`config.mk`:
```
export PLATFORM = sky130hd
export DESIGN_NAME = dec_stream_flat
export DESIGN_NICKNAME = d
export VERILOG_FILES = /design/src/rtl/dec_stream_if.sv /design/src/rtl/dec_stream.sv /design/src/flat_wrapper.sv
export SDC_FILE = /design/constraint.sdc
export NUM_CORES = 1
export LEC_CHECK = 0
export ABC_AREA = 1
export BUFFER_PORTS_ARGS = -buffer_cell sky130_fd_sc_hd__buf_2
export CAP_MARGIN = 20
export CORE_UTILIZATION = 47
export CTS_BUF_LIST = sky130_fd_sc_hd__clkbuf_4 sky130_fd_sc_hd__clkbuf_8
export DETAILED_ROUTE_END_ITERATION = 8
export GPL_TIMING_DRIVEN = 0
export PLACE_DENSITY_LB_ADDON = 0.08
export SLEW_MARGIN = 20
export SYNTH_ARGS = -nofsm -noshare
export SYNTH_HDL_FRONTEND = slang
export SYNTH_SLANG_ARGS = --single-unit
```
`constraint.sdc`:
```
create_clock -name clk -period 1.7 [get_ports clk]
set_input_delay 0 -clock clk [delete_from_list [all_inputs] [get_ports clk]]
set_output_delay 0 -clock clk [all_outputs]
set_load 0.03 [all_outputs]
```
`src/rtl/dec_stream_if.sv`:
```
// Valid/ready stream bundle for dec_stream: code in, one-hot word out.
// Optional DEC_STREAM_PARITY_EN adds in_par / out_err.
interface dec_stream_if #(
   parameter int IN_W = 2
) ();
   localparam int OUT_W = 1 << IN_W;

   logic             in_valid;
   logic             in_ready;
   logic [IN_W-1:0]  in_code;
   logic             in_en;
   logic             out_valid;
   logic             out_ready;
   logic [OUT_W-1:0] out_onehot;
`ifdef DEC_STREAM_PARITY_EN
   logic             in_par;
   logic             out_err;

   modport master (output in_valid, in_code, in_en, in_par, out_ready,
                   input  in_ready, out_valid, out_onehot, out_err);
   modport slave  (input  in_valid, in_code, in_en, in_par, out_ready,
                   output in_ready, out_valid, out_onehot, out_err);
`else
   modport master (output in_valid, in_code, in_en, out_ready,
                   input  in_ready, out_valid, out_onehot);
   modport slave  (input  in_valid, in_code, in_en, out_ready,
                   output in_ready, out_valid, out_onehot);
`endif
endinterface

```
`src/rtl/dec_stream.sv`:
```
// Registered binary-to-one-hot decoder behind a 2-entry output buffer, with
// sticky hit mask and saturating decode counter. Optional: DEC_STREAM_PARITY_EN.
module dec_stream #(
   parameter  int IN_W  = 2,
   parameter  int CNT_W = 8,
   localparam int OUT_W = 1 << IN_W
) (
   input  logic             clk,
   input  logic             rst,
   input  logic             clr,
   dec_stream_if.slave      bus,
   output logic [OUT_W-1:0] hit_mask,
   output logic [CNT_W-1:0] dec_count
);

`ifdef DEC_STREAM_PARITY_EN
   typedef struct packed {
      logic             err;
      logic [OUT_W-1:0] word;
   } entry_t;

   function automatic logic par_ok(input logic [IN_W-1:0] code, input logic par);
      return ~(^{code, par});
   endfunction
`else
   typedef struct packed {
      logic [OUT_W-1:0] word;
   } entry_t;
`endif

   typedef enum logic [1:0] {EMPTY = 2'd0, ONE = 2'd1, TWO = 2'd2} state_t;

   state_t           state_q;
   entry_t           head_q, tail_q, entry_d;
   logic             out_valid_q, in_ready_q;
   logic [OUT_W-1:0] hit_mask_q, hit_mask_d;
   logic [CNT_W-1:0] dec_count_q, dec_count_d;
   logic             accept_s, pop_s, par_ok_s, stat_upd_s;

   // Handshake qualification, entry decode and statistics next-state.
   always_comb begin
      accept_s = bus.in_valid & in_ready_q;
      pop_s    = out_valid_q & bus.out_ready;
`ifdef DEC_STREAM_PARITY_EN
      par_ok_s = par_ok(bus.in_code, bus.in_par);
`else
      par_ok_s = 1'b1;
`endif
      entry_d = '0;
      if (bus.in_en & par_ok_s) begin
         entry_d.word = {{(OUT_W-1){1'b0}}, 1'b1} << bus.in_code;
      end else begin
         entry_d.word = {OUT_W{1'b0}};
      end
`ifdef DEC_STREAM_PARITY_EN
      entry_d.err = ~par_ok_s;
`endif
      stat_upd_s  = accept_s & bus.in_en & par_ok_s;
      hit_mask_d  = hit_mask_q;
      dec_count_d = dec_count_q;
      // clr wins over a same-cycle update
      if (clr) begin
         hit_mask_d  = {OUT_W{1'b0}};
         dec_count_d = {CNT_W{1'b0}};
      end else if (stat_upd_s) begin
         hit_mask_d = hit_mask_q | entry_d.word;
         if (dec_count_q != {CNT_W{1'b1}}) begin
            dec_count_d = dec_count_q + {{(CNT_W-1){1'b0}}, 1'b1};
         end else begin
            dec_count_d = dec_count_q;
         end
      end else begin
         hit_mask_d  = hit_mask_q;
         dec_count_d = dec_count_q;
      end
   end

   // Occupancy FSM with registered handshake outputs and buffer storage.
   always_ff @(posedge clk) begin
      if (rst) begin
         state_q     <= EMPTY;
         head_q      <= '0;
         tail_q      <= '0;
         out_valid_q <= 1'b0;
         in_ready_q  <= 1'b1;
      end else begin
         case (state_q)
            EMPTY: begin
               if (accept_s) begin
                  head_q      <= entry_d;
                  state_q     <= ONE;
                  out_valid_q <= 1'b1;
               end else begin
                  state_q <= EMPTY;
               end
            end
            ONE: begin
               if (accept_s & ~pop_s) begin
                  tail_q     <= entry_d;
                  state_q    <= TWO;
                  in_ready_q <= 1'b0;
               end else if (pop_s & ~accept_s) begin
                  head_q      <= '0;
                  state_q     <= EMPTY;
                  out_valid_q <= 1'b0;
               end else if (accept_s & pop_s) begin
                  head_q <= entry_d;
               end else begin
                  state_q <= ONE;
               end
            end
            TWO: begin
               if (pop_s) begin
                  head_q     <= tail_q;
                  state_q    <= ONE;
                  in_ready_q <= 1'b1;
               end else begin
                  state_q <= TWO;
               end
            end
            default: begin
               state_q     <= EMPTY;
               head_q      <= '0;
               out_valid_q <= 1'b0;
               in_ready_q  <= 1'b1;
            end
         endcase
      end
   end

   // Statistics registers.
   always_ff @(posedge clk) begin
      if (rst) begin
         hit_mask_q  <= {OUT_W{1'b0}};
         dec_count_q <= {CNT_W{1'b0}};
      end else begin
         hit_mask_q  <= hit_mask_d;
         dec_count_q <= dec_count_d;
      end
   end

   assign bus.in_ready   = in_ready_q;
   assign bus.out_valid  = out_valid_q;
   assign bus.out_onehot = head_q.word;
`ifdef DEC_STREAM_PARITY_EN
   assign bus.out_err    = head_q.err;
`endif
   assign hit_mask       = hit_mask_q;
   assign dec_count      = dec_count_q;

endmodule
```
`src/flat_wrapper.sv`:
```
// flat-port wrapper written by rule: the top's interface ports become plain ports
module dec_stream_flat 
#(
   parameter  int IN_W  = 2,
   parameter  int CNT_W = 8,
   localparam int OUT_W = 1 << IN_W
)
  (clk, rst, clr, hit_mask, dec_count, bus_in_valid, bus_in_code, bus_in_en, bus_out_ready, bus_in_ready, bus_out_valid, bus_out_onehot);
  dec_stream_if #(.IN_W(IN_W)) bus_i ();
  input  logic clk;
  input  logic rst;
  input  logic clr;
  output logic [OUT_W-1:0] hit_mask;
  output logic [CNT_W-1:0] dec_count;
  input wire logic [$bits(bus_i.in_valid)-1:0] bus_in_valid;
  input wire logic [$bits(bus_i.in_code)-1:0] bus_in_code;
  input wire logic [$bits(bus_i.in_en)-1:0] bus_in_en;
  input wire logic [$bits(bus_i.out_ready)-1:0] bus_out_ready;
  output wire logic [$bits(bus_i.in_ready)-1:0] bus_in_ready;
  output wire logic [$bits(bus_i.out_valid)-1:0] bus_out_valid;
  output wire logic [$bits(bus_i.out_onehot)-1:0] bus_out_onehot;
  assign bus_i.in_valid = bus_in_valid;
  assign bus_i.in_code = bus_in_code;
  assign bus_i.in_en = bus_in_en;
  assign bus_i.out_ready = bus_out_ready;
  assign bus_in_ready = bus_i.in_ready;
  assign bus_out_valid = bus_i.out_valid;
  assign bus_out_onehot = bus_i.out_onehot;
  dec_stream #(.IN_W(IN_W), .CNT_W(CNT_W)) u_core (.clk(clk), .rst(rst), .clr(clr), .bus(bus_i), .hit_mask(hit_mask), .dec_count(dec_count));
endmodule
```
==> metrics.txt, run 1 <==
mapped cell area between 1000 and 1500 um2; grt ovf 0; vias per inst 5.17; Crit Path Max Fanout 10; I/O pin cnt 26; skew final 8.77 ps; clock transition at the registers of the reported paths 130 ps; largest net degree at the start of global routing 13; CTS H-tree lvls 1; CTS root buf clkbuf_4; CORE AREA 2300 um2; first-pass GRT wire length 4330 um; RSZ-0062 raised after global routing no; Mapped Nets between 150 and 200; Setup crit start kind register; endpoints failing setup 0; Worst R2R Setup Slack around 240 ps; drt pass-1 iters 4; Avg Inst Size Synth 6.88 um2; CTS resizes 0; latest clock arrival within the worst-skew pair 300 ps; Rel. slew slack slightly above 70%; HP Class in -> reg; clock sink count 24; Detail Placement HPWL 1980 um; wire length per cell 11.1 um; vias in the first global route 1,037; Final Slew Violations 0; dominant synthesized flop cell dfxtp_1; ys async rst share 0%; Slew @ Worst Pin 431 ps; # rows 17; Cells after Synth about 170; drt total wl 2580 um; Crit. End Element register; Total Power 1.04 mW; Max VDD drop 0.350 mV; Max Cap Viol 0; setup_tns 0 ps; Die Wd 52.5 um; die height approximately 52 um; Tmin final 1460 ps; number of DRC markers in iteration 0 25; power per cell area 743 nW/um2; die area 2750 um2; Num CTS Buffers 3; non-filler instance count after layout ~230; clock buffer depth 2; share of cells above drive strength 1 23.5%; Post-synth EDFFs 0; sequential fraction of the synthesis area between 40% and 50%; kind of critical path reg -> reg; Cells after DPL 227; Leak Pwr 0.648 nW; Final Hold Fails 0; required time of the critical path 1900 ps; DRC 0; Yosys warning count 0; FMAX 683 MHz; final core utilization 60.9%; GRT Total Usage 21.0%; ANT nets after route 0; Initial Utilization between 50% and 60%; diode count 0; Netlist cell types 25; Seq cells post-synth 24; Vias 1,199; initial antenna violation count 0; CP arrival 1670 ps; CTS tree built; GP Congestion ~0.8; port buffer count 25; status finished, final reports clean; fin crit share 86.1%; Final nets around 220; Synth-to-Final Area Change 16.9%
-- path summary, 6_finish.rpt --
| kind | from | end | depth (start not counted) |
|---|---|---|---|
| max | u_core.dec_count[0] | u_core.dec_count[0] | 8 |
| min | bus_in_code[0] | u_core.tail_q[0] | 4 |
| max reg2reg | u_core.dec_count[0] | u_core.dec_count[0] | 8 |
| min reg2reg | u_core.hit_mask[0] | u_core.hit_mask[0] | 2 |
-- registers in the layout (all words and copies together) (netlist names) --
| name | cells |
|---|---|
| u_core.dec_count | 8 |
| u_core.tail_q | 4 |
| u_core.bus.out_onehot | 4 |
| u_core.bus.in_ready | 1 |
| u_core.bus.out_valid | 1 |
| u_core.hit_mask | 4 |
| u_core.state_q | 2 |
-- cells in the final DEF (no fill, tap or decap), types with 2 or more instances in the layout --
master / Yosys / layout
dfxtp_1: 24 / 24
nand2_1: 55 / 55
nand3_1: 11 / 11
nand2_4: 2 / 2
nand2_2: 7 / 7
xor2_1: 3 / 3
inv_4: 2 / 2
nor2_1: 15 / 15
o21ai_0: 4 / 4
inv_1: 13 / 13
buf_2: 0 / 25
dlygate4sd3_1: 0 / 2
inv_2: 4 / 4
clkbuf_4: 0 / 3
nor2_2: 2 / 2
a21oi_1: 20 / 20
-- per-stage QoR --
step / hold slack, ps / cell area, um2 / worst slack, ps
floorplan: 69.4 / 1200 / 178
global placement: 207 / 1360 / 312
detailed placement: 225 / 1360 / 251
CTS: 27.6 / 1400 / 237
global route: 71.9 / 1400 / 132
finish: 49.3 / 1400 / 236
-- cells by family (layout without fill, tap and decap cells) --
logic type	count (synthesis)	in the layout	share of synthesized area [%]
buf+inv	21	51	7.00
flops	24	24	40.1
xor+xnor	4	4	2.93
fa+ha+maj	1	1	1.04
simple gates	96	96	36.5
compound gates	28	28	12.4
-- what timing repair did --
action,CTS,global route
buffers inserted,0,0
setup endpoints to repair,0,0
hold endpoints to repair,4,0
hold buffers,2,0
-- routing by layer --
metal	part of all wire, %	GRT usage, %	vias up
li1	-	-	615
met1	48	28.9	556
met4	0.66	6.58	0
met3	3.8	2.61	2
met5	0	0	-
met2	48	34.0	26
-- power by group --
group | internal, mW | switching (mW)
sequential | 0.580 | 0.0156
clock | 0.0825 | 0.156
combinational | 0.0616 | 0.144
-- worst max-delay path, stage by stage, from the launching register on --
cell and delay [ps]:
dfxtp_1 420, ha_1 210, inv_1 90, nor2_4 120
nand2_1 70, nand2_2 150, inv_4 90, o21ai_0 160
a21oi_1 50
-- area by class of cell --
class	count	area, um2
Tap cell	28	35.0
Timing Repair Buffer	27	145
Fill cell	238	897
Multi-Input combinational cell	129	633
Clock buffer	3	22.5
Buffer	1	3.75
Inverter	20	80.1
Sequential cell	24	480
-- cell usage after synthesis (2+ instances only) --
master | instances | area (um2)
nand2_2 | 7 | 43.8
inv_4 | 2 | 12.5
o21ai_0 | 4 | 20.0
nor2_1 | 15 | 56.3
inv_2 | 4 | 15.0
a21oi_1 | 20 | 100
inv_1 | 13 | 48.8
nand2_4 | 2 | 22.5
xor2_1 | 3 | 26.3
nand2_1 | 55 | 206
dfxtp_1 | 24 | 480
nor2_2 | 2 | 12.5
nand3_1 | 11 | 55.1
(Power assumes the default switching activity.)
==> run 2: changes to the inputs <==
CELL_PAD_IN_SITES_DETAIL_PLACEMENT = 1   (was unset)
CELL_PAD_IN_SITES_GLOBAL_PLACEMENT = 1   (was unset)
CORE_UTILIZATION = 39   (was 47)
==> run 2 against run 1 <==
  * The run now ends with DRC left
  * Combinational power grew 3%
  * Global-route usage is 0.070 points lower
  * Critical endpoint unchanged
  * First-iteration DRC count grew 56%
  * Highest routed layer unchanged
  * Cell count up 1.7%
  * Clock skew decreased by 2.5 ps
  * Non-clock buffer count is the same
  * Hold slack worse by 41 ps
  * Setup slack improved by 10 ps
  * Via count is 2.2% lower
  * Clock-buffer cell count unchanged
  * Maximum frequency grew 0.71%
==> metrics.txt, run 2 (synthesis results as in run 1) <==
grt ovf 0; sequential cell area 480 um2; failing checks DRC; power per cell area 865 nW/um2; I/O pin cnt 26; port buffer count 25; Max Cap Viol 0; required time of the critical path 1940 ps; Vias around 1.2k; FMAX 688 MHz; Rel. slew slack roughly 70%; status finished, violations left; skew final 6.27 ps; Hold Crit Depth 4; share of cells above drive strength 1 between 20% and 30%; Fillers around 390; endpoints failing setup 0; Detail Placement HPWL around 2400 um; GP Congestion between 0.8 and 0.9; Total Power 1.24 mW; kind of critical path reg -> reg; Final Slew Violations 0; vias per inst 4.97; Num CTS Buffers 3; Final Hold Fails 0; Synth-to-Final Area Change 19.7%; Setup crit start kind register; ANT nets after route 0; Crit Path Max Fanout 10; Max VDD drop 0.359 mV; initial antenna violation count 0; latest clock arrival within the worst-skew pair roughly 340 ps; setup_tns 0 ps; Crit. End Element register; Slew @ Worst Pin roughly 420 ps; # rows 19; clock transition at the registers of the reported paths around 150 ps; max FFs per register 8; RSZ-0062 raised after global routing no; R2R cell count 8; die height approximately 57 um; CTS root buf clkbuf_4; Die Wd 57.4 um; DRC 2; GRT Total Usage 21.0%; CTS tree built; clock buffer depth 2; commonest non-fill, non-tap cell in the layout nand2_1; diode count 0; number of DRC markers in iteration 0 39; first-pass GRT wire length 5370 um; drt total wl ~3100 um; Leak Pwr 0.662 nW; HP Class in -> reg; dpl cell area 1360 um2; die area 3300 um2; fin crit share 85.5%; Initial Utilization 42.3%; CP arrival about 1700 ps; Post-Layout Inst Area 1430 um2; commonest non-fill, non-tap cells in the layout 55 x nand2_1, 25 x buf_2, 24 x dfxtp_1; drt pass-1 iters 6; vias in the first global route 1,188; multi-input logic area roughly 630 um2; largest net degree at the start of global routing 15; Final nets 215; Tmin final 1450 ps; wire length per cell 13.0 um; CORE AREA 2830 um2; clock sink count 24; CTS H-tree lvls 1; CTS resizes 0
run 2: cell types whose count changed in the layout (fill, tap and decap cells not counted), sizes merged:
cell    before  now
bufinv       0    1
run 2: timing repair:
action | in CTS | in global routing
setup buffers | 0 | 0
hold buffers | 2 | 0
endpoints found under the hold margin | 4 | 0
run 2: per-layer routing:
metal / track usage [%] / part of all wire [%] / wire length, um
met5: 0 / 0 / 0
met4: 9.41 / 1.8 / 54
met3: 2.04 / 2.9 / 90
met2: 34.1 / 46 / 1400
met1: 28.1 / 50 / 1530
run 2: stage by stage:
step           setup slack (ps)  cells  hold slack [ps]  utilization [%]
6_report                    247    236             8.39             50.7
5_1_grt                    51.7    236             39.1             50.7
4_1_cts                     254    236             9.79             50.7
3_5_place_dp                281    230              218             48.1
3_3_place_gp                282    230              218             48.1
2_1_floorplan               178    174             69.4                -
run 2: path summary, 6_finish.rpt:
| kind | start | end | slack [ps] |
|---|---|---|---|
| hold reg to reg | u_core.hit_mask[0] | u_core.hit_mask[0] | 470 |
| hold / removal | bus_in_code[0] | u_core.tail_q[2] | 8 |
| setup reg to reg | u_core.dec_count[0] | u_core.dec_count[0] | 250 |
| setup / recovery | u_core.dec_count[0] | u_core.dec_count[0] | 250 |
run 2: final cells by class:
type | instances | area share, %
clock buffer | 3 | 1.57
sequential | 24 | 33.5
buffer | 1 | 0.262
inverter | 20 | 5.58
multi-input combinational | 129 | 44.2
clock inverter | 1 | 2.09
timing repair buffer | 27 | 10.1
tap | 31 | 2.71
run 2: critical path, stage by stage, from the launching register on:
cell and delay [ps]:
dfxtp_1 410, ha_1 220, inv_1 100, nor2_4 120, nand2_1 70, nand2_2 150
inv_4 90, o21ai_0 150, a21oi_1 50
run 2: power by group:
part / switching, mW / internal, mW
combinational: 0.149 / 0.0616
sequential: 0.0154 / 0.581
clock: 0.195 / 0.239
total: 0.359 / 0.881
==> run 3: changes to the inputs <==
==> constraint.sdc (replaced) <==
create_clock -name clk -period 1.7 [get_ports clk]
set_input_delay 0.17 -clock clk [delete_from_list [all_inputs] [get_ports clk]]
set_output_delay 0.17 -clock clk [all_outputs]
set_load 0.03 [all_outputs]
==> run 3 against run 2 <==
  * The run still ends with DRC left
  * Routed wire length decreased by 0.88%
  * Sequential power about the same
  * Non-clock buffer count decreased by 2
  * Hold slack improved by 10 ps
  * Largest power group unchanged
  * Combinational power decreased by 2%
==> metrics.txt, run 3 (synthesis results as in run 1) <==
status finished, violations left; failing checks DRC; vias per inst approximately 5; Synth-to-Final Area Change 18.1%; GP Congestion about 0.85; CTS Hold Buffers Added 0; Initial Utilization 42.3%; FMAX between 600 and 700 MHz; Final nets 213; Max Cap Viol 0; Fillers around 390; I/O pin cnt 26; max FFs per register 8; skew final 6.27 ps; Rel. slew slack between 70% and 80%; clock transition at the registers of the reported paths ~150 ps; CTS H-tree lvls 1; GRT met2 Usage 33.6%; worst r2r src u_core.dec_count[0]; # rows 19; port buffer count 25; grt ovf 0; Final Slew Violations 0; HP Start rst; end of the worst hold path u_core.state_q[0]; RSZ-0062 raised after global routing no; ANT nets after route 0; R2R cell count 8; GRT Total Usage about a fifth; drt total wl 3050 um; kind of critical path reg -> reg; CTS tree built; HP Class in -> reg; Total Power 1.24 mW; share of cells above drive strength 1 24.1%; post-CTS setup buffers 0; die area 3300 um2; latest clock arrival within the worst-skew pair between 300 and 400 ps; Crit Path Max Fanout 10; Final Hold Fails 0; CTS root buf clkbuf_4; DRC 2; clock sink count 24; initial antenna violation count 0; Max VDD drop 0.359 mV; Crit. End Element register; Tmin final 1450 ps; CORE AREA 2830 um2; fin crit share 85.5%; first-pass GRT wire length 5330 um; commonest non-fill, non-tap cell in the layout nand2_1; Detail Placement HPWL 2400 um; CTS resizes 0; number of DRC markers in iteration 0 52; vias in the first global route 1,172; Hold Crit Depth 2; diode count 0; required time of the critical path 1940 ps; Leak Pwr 0.654 nW; sequential cell area approximately 480 um2; Hold WS 18.5 ps; Top Usage Layer GRT met2; commonest non-fill, non-tap cells in the layout 55 x nand2_1, 25 x buf_2, 24 x dfxtp_1; die height between 50 and 60 um; wire length per cell between 10 and 15 um; Vias around 1.2k; multi-input logic area between 600 and 700 um2; setup_tns 0 ps; drt pass-1 iters 6; Setup crit start kind register; clock buffer depth 2; Num CTS Buffers 3; endpoints failing setup 0; FF-to-FF End u_core.dec_count[0]; GR Layer Usage met1 28.3%; CP arrival around 1700 ps; power per cell area 875 nW/um2; Slew @ Worst Pin approximately 420 ps; largest net degree at the start of global routing 15; M3 GR Usage 2.04%; Worst R2R Setup Slack between 200 and 250 ps; Die Wd 57.4 um
-- run 3: worst max path at each step --
stage | startpoint | to | slack [ps]
detailed placement | u_core.dec_count[0] | u_core.dec_count[0] | 280
global route | u_core.dec_count[0] | u_core.dec_count[0] | 50
CTS | u_core.dec_count[0] | u_core.dec_count[0] | 250
floorplan | u_core.dec_count[0] | u_core.dec_count[0] | 180
finish | u_core.dec_count[0] | u_core.dec_count[0] | 250
global placement | u_core.dec_count[0] | u_core.dec_count[0] | 280
-- run 3: per-stage QoR --
stage | instance area, um2 | worst slack (ps) | std cells | utilization [%]
finish | 1410 | 247 | 234 | 50.0
global route | 1410 | 51.7 | 234 | 50.0
CTS | 1410 | 254 | 234 | 50.0
detailed placement | 1360 | 281 | 230 | 48.1
global placement | 1360 | 282 | 230 | 48.1
floorplan | 1200 | 178 | 174 | -
-- run 3: worst max-delay path: stages, from the launching register on --
cell and delay [ps]:
dfxtp_1 410, ha_1 220, inv_1 100, nor2_4 120, nand2_1 70, nand2_2 150
inv_4 90, o21ai_0 150, a21oi_1 50
-- run 3: layout make-up --
type,instances,share of cell area [%]
plain buffers,1,0.265
clock buffers,3,1.59
clock inverters,1,2.12
inverters,20,5.66
multi-input cells,129,44.8
flip-flops and latches,24,34.0
well taps,31,2.74
repair buffers,25,8.85
-- run 3: layer usage --
| metal | part of all wire (%) | up-vias |
|---|---|---|
| met5 | 0 | - |
| met3 | 3.1 | 5 |
| met4 | 1.8 | 0 |
| li1 | - | 612 |
| met2 | 45 | 20 |
| met1 | 50 | 528 |
-- run 3: power breakdown --
group / internal [mW] / total [mW] / switching (mW) / leakage (nW)
Combinational: 0.0586 / 0.207 / 0.149 / 0.431
Sequential: 0.581 / 0.596 / 0.0153 / 0.194
Clock: 0.239 / 0.433 / 0.195 / 0.0279
Total: 0.878 / 1.24 / 0.358 / 0.654
